### src/rtl/pipe_stage_reg.sv
// Pipeline stage register with stall/flush control, sticky stall-timeout flag
// and optional statistics counters (enabled by defining PIPE_STAGE_STATS_EN).
module pipe_stage_reg #(
    parameter int DATA_W        = 32,
    parameter int NUM_DATA      = 2,
    parameter int CTRL_W        = 4,
    parameter int RD_W          = 5,
    parameter int STALL_TIMEOUT = 255
) (
    input  logic                       clk_i,
    input  logic                       rst_n_i,
    input  logic                       stall_i,
    input  logic                       flush_i,
    input  logic                       valid_i,
    input  logic [CTRL_W-1:0]          ctrl_i,
    input  logic [NUM_DATA*DATA_W-1:0] data_i,
    input  logic [RD_W-1:0]            rd_i,
    output logic                       valid_o,
    output logic [CTRL_W-1:0]          ctrl_o,
    output logic [NUM_DATA*DATA_W-1:0] data_o,
    output logic [RD_W-1:0]            rd_o,
    output logic                       stall_timeout_o,
    output logic [15:0]                stall_cnt_o,
    output logic [15:0]                bubble_cnt_o
);

    typedef enum logic [1:0] {
        ST_EMPTY,
        ST_LOADED,
        ST_HELD
    } state_t;

    localparam logic [15:0] TIMEOUT_LIMIT = 16'(STALL_TIMEOUT);

    state_t              state_reg, state_next;
    logic [CTRL_W-1:0]   ctrl_reg, ctrl_next;
    logic [RD_W-1:0]     rd_reg;
    logic [15:0]         run_reg, run_next;
    logic                timeout_reg, timeout_next;
    logic                load_en;

    assign load_en = !stall_i && !flush_i;

    always_comb begin
        state_next = state_reg;
        case (state_reg)
            ST_EMPTY: begin
                if (load_en && valid_i)
                    state_next = ST_LOADED;
            end
            ST_LOADED: begin
                if (flush_i || (!stall_i && !valid_i))
                    state_next = ST_EMPTY;
                else if (stall_i)
                    state_next = ST_HELD;
            end
            ST_HELD: begin
                if (flush_i || (!stall_i && !valid_i))
                    state_next = ST_EMPTY;
                else if (!stall_i)
                    state_next = ST_LOADED;
            end
            default: state_next = ST_EMPTY;
        endcase
    end

    // Control bits are masked by valid so an empty stage never carries live control.
    always_comb begin
        ctrl_next = ctrl_reg;
        if (flush_i)
            ctrl_next = '0;
        else if (!stall_i)
            ctrl_next = ctrl_i & {CTRL_W{valid_i}};
    end

    always_comb begin
        run_next = '0;
        if (stall_i)
            run_next = (run_reg == 16'hFFFF) ? run_reg : run_reg + 16'd1;
        timeout_next = timeout_reg || (run_next >= TIMEOUT_LIMIT);
    end

    always_ff @(posedge clk_i or negedge rst_n_i) begin
        if (!rst_n_i) begin
            state_reg   <= ST_EMPTY;
            ctrl_reg    <= '0;
            rd_reg      <= '0;
            run_reg     <= '0;
            timeout_reg <= 1'b0;
        end else begin
            state_reg   <= state_next;
            ctrl_reg    <= ctrl_next;
            run_reg     <= run_next;
            timeout_reg <= timeout_next;
            if (load_en)
                rd_reg <= rd_i;
        end
    end

    genvar gi;
    generate
        for (gi = 0; gi < NUM_DATA; gi++) begin : g_lane
            logic [DATA_W-1:0] lane_reg;

            always_ff @(posedge clk_i or negedge rst_n_i) begin
                if (!rst_n_i)
                    lane_reg <= '0;
                else if (load_en)
                    lane_reg <= data_i[gi*DATA_W +: DATA_W];
            end

            assign data_o[gi*DATA_W +: DATA_W] = lane_reg;
        end
    endgenerate

`ifdef PIPE_STAGE_STATS_EN
    logic [15:0] stall_cnt_reg;
    logic [15:0] bubble_cnt_reg;

    // Stall cycles overridden by a flush count as bubbles only.
    always_ff @(posedge clk_i or negedge rst_n_i) begin
        if (!rst_n_i) begin
            stall_cnt_reg  <= '0;
            bubble_cnt_reg <= '0;
        end else begin
            if (stall_i && !flush_i && stall_cnt_reg != 16'hFFFF)
                stall_cnt_reg <= stall_cnt_reg + 16'd1;
            if (flush_i && bubble_cnt_reg != 16'hFFFF)
                bubble_cnt_reg <= bubble_cnt_reg + 16'd1;
        end
    end

    assign stall_cnt_o  = stall_cnt_reg;
    assign bubble_cnt_o = bubble_cnt_reg;
`else
    assign stall_cnt_o  = '0;
    assign bubble_cnt_o = '0;
`endif

    assign valid_o         = (state_reg != ST_EMPTY);
    assign ctrl_o          = ctrl_reg;
    assign rd_o            = rd_reg;
    assign stall_timeout_o = timeout_reg;

endmodule

### config.mk
export PLATFORM = sky130hd
export DESIGN_NAME = pipe_stage_reg
export DESIGN_NICKNAME = d
export VERILOG_FILES = /design/src/rtl/pipe_stage_reg.sv
export SDC_FILE = /design/constraint.sdc
export NUM_CORES = 1
export LEC_CHECK = 0
export CAP_MARGIN = 20
export CORE_MARGIN = 4
export CORE_UTILIZATION = 46
export CTS_BUF_LIST = sky130_fd_sc_hd__clkbuf_8
export DETAILED_ROUTE_END_ITERATION = 10
export PLACE_DENSITY_LB_ADDON = 0.3
export SLEW_MARGIN = 20
export SYNTH_ARGS = -nofsm -noshare
export SYNTH_HDL_FRONTEND = slang
export SYNTH_SLANG_ARGS = --single-unit
### constraint.sdc
create_clock -name clk_i -period 2.8 [get_ports clk_i]
set_input_delay 0.7 -clock clk_i [delete_from_list [all_inputs] [get_ports clk_i]]
set_output_delay 0.7 -clock clk_i [all_outputs]
set_load 0.05 [all_outputs]
==> summary.md <==
| Metric | Value |
|---|---|
| Final ANT Viol Nets | `0` |
| Peak supply drop | `0.000350 V` |
| Arrival time at the worst endpoint | `1.74 ns` |
| Footprint of the multi-input gates | `0.00150 mm2` |
| Clock Skew | `about 0.0077 ns` |
| Die W | `just over 100 um` |
| Final design utilization | `0.693` |
| Synth cell count leaders | `dfrtp_1 (92), mux2_2 (69), buf_4 (32), nor2_1 (16)` |
| Status | `finished, final reports clean` |
| Synth area leader | `dfrtp_1` |
| Vias | `roughly 2900` |
| CTS tree | `yes` |
| Hold crit path type | `in -> async` |
| Register area | `0.00230 mm2` |
| Hold Buf Count CTS | `0` |
| Hold WS | `0.270 ns` |
| DRC Markers | `0` |
| Routability Congestion | `0.830` |
| GR Overflow Total | `0` |
| Initial antenna violation count | `0` |
| # port buffers | `~150` |
| Ys Warns | `0` |
| Setup crit start kind | `flip-flop` |
| EDFF count, synth | `0` |
| Main synth FF type | `dfrtp_1` |
| DP Worst Slack | `roughly 0.5 ns` |
| Overall routing resource usage | `0.187` |
| Post-synthesis cell type count | `39` |
| RSZ-0062 raised after global routing | `false` |
| Leakage | `between 2 and 2.5 nW` |
| First-pass GRT wire length | `14.8 mm` |
| Final setup viols | `0` |
| Count leader, synth | `dfrtp_1` |
| Drt wl/cell | `around 16 um` |
| Synth area leaders | `dfrtp_1 (58%), mux2_2 (20%), buf_4 (6.0%), nor2_1 (1.5%), nand3_1 (1.1%)` |
| Clk root buf | `clkbuf_8` |
| Syn avg cell area | `approximately 13 um2` |
| # Max-Cap Violations | `0` |
| Num CTS Buffers | `9` |
| Num ports | `185` |
| Final hold vios | `0` |
| Synth Instances | `302` |
| Seq/Total Area, Yosys | `0.580` |
| Fill count | `609` |
| Cts repair resizes | `0` |
| Ant diodes | `0` |
| Fin. max-slew vios | `0` |
| P&R area growth vs syn | `44.8%` |
| Crit Path Class | `reg -> out` |
| CTS max path bufs | `2` |
| Post-Route WL | `9.32 mm` |
| Worst EP required | `2.10 ns` |
| Setup slack after layout | `between 0.3 and 0.4 ns` |
| Largest net degree at the start of global routing | `40` |
| Rows | `33` |
| Vias in the first global route | `3019` |
| Fraction of registers with async set/reset | `1.00` |
| Endpoint type of the worst setup path | `output pin` |
| Final period util | `0.873` |
| Clock-pin slew on the worst setup and hold paths | `0.10 ns` |
| Synth Register Bits | `between 90 and 100` |
| Initial Util | `0.479` |
| Mapped cell area | `0.00397 mm2` |
| Fmax | `409 MHz` |
| CP Launch Point | `state_reg[0]` |
| Final nets | `539` |
| Starting DRT DRC Count | `103` |
| Vias/cell | `between 5 and 6` |
| Layout cells sized above 1 | `0.215` |
| HPWL Detailed | `7.02 mm` |
| Pre-antenna DRT Iters | `4` |
| # clock sinks | `92` |
| Worst relative slew slack | `0.631` |
| Pwr dens | `roughly 660 mW/mm2` |
| Crit path time final | `2.44 ns` |
| Core Area | `0.00830 mm2` |
| Htree depth | `3` |
| Reg2reg start | `run_reg[4]` |
| Share of the synthesized area in the top cell type | `0.580` |
| Clock latency on the worst-skew pair | `~0.35 ns` |
| Crit-path max FO | `3` |
| Die area | `0.0102 mm2` |
| Number of flip-flops in the largest register | `64` |
| Power, Total | `approximately 3.8 mW` |
| Die height | `around 100 um` |
| # Post-CTS Setup Buffers | `0` |
| Setup TNS | `0 ns` |
| Worst-margin pin slew | `0.552 ns` |
[stage by stage]
stage                     area (um2)  cells
after floorplan                 4090    333
after global placement          5550    554
after detailed placement        5550    554
after CTS                       5750    570
after global routing            5750    570
final                           5750    570
[layer usage]
layer / vias up / wire, um / GRT usage
met5: - / 0 / 0
met4: 0 / 151 / 0.0624
met3: 12 / 1150 / 0.0920
met2: 131 / 4440 / 0.297
met1: 1401 / 3580 / 0.223
li1: 1323 / - / -
[area by class of cell]
type / count / share of cell area
clock buffers: 10 / 0.0239
clock inverters: 6 / 0.0111
inverters: 5 / 0.00326
multi-input cells: 194 / 0.260
flip-flops and latches: 92 / 0.400
well taps: 105 / 0.0228
repair buffers: 158 / 0.278
[final timing paths]
check | endpoint | slack, ns | depth (start not counted)
min | g_lane[0].lane_reg[11] | 0.27 | 1
min in group clk_i | g_lane[0].lane_reg[23] | 0.51 | 1
max reg2reg | stall_timeout_o | 0.63 | 6
min reg2reg | g_lane[0].lane_reg[23] | 0.51 | 1
max in group asynchronous | g_lane[0].lane_reg[21] | 1.86 | 2
max | valid_o | 0.36 | 2
[worst max-delay path, cell delays in order, from the launching register on]
cell and delay [ns]:
dfrtp_1 0.40, or2_2 0.29, clkdlybuf4s50_1 0.70
[layout by cell type (no fill, tap or decap), types with 6 or more instances in the layout]
master           count
clkdlybuf4s50_1    151
dfrtp_1             92
mux2_2              69
conb_1              32
nor2_1              15
clkbuf_8            10
nand3_1              9
inv_1                6
nand2_1              6
o21ai_0              6
[logic make-up (layout without fill, tap and decap cells)]
| group | after synthesis | count (layout) | share of synthesized area |
|---|---|---|---|
| AO/OA/AOI/OAI | 24 | 24 | 0.0419 |
| XOR/XNOR | 6 | 6 | 0.0132 |
| adder cells (fa/ha/maj) | 1 | 1 | 0.00315 |
| buffers and inverters | 47 | 179 | 0.0750 |
| flip-flops | 92 | 92 | 0.580 |
| multiplexers | 73 | 73 | 0.206 |
| other | 1 | 32 | 0.000944 |
| AND/OR/NAND/NOR | 58 | 58 | 0.0806 |
[report_power, final]
part | internal (mW) | switching [mW] | total [mW]
combinational | 0.481 | 0.831 | 1.31
sequential | 1.48 | 0.0807 | 1.56
clock | 0.438 | 0.471 | 0.908
total | 2.40 | 1.38 | 3.78
Note: power is estimated with default switching activity, not from simulation.
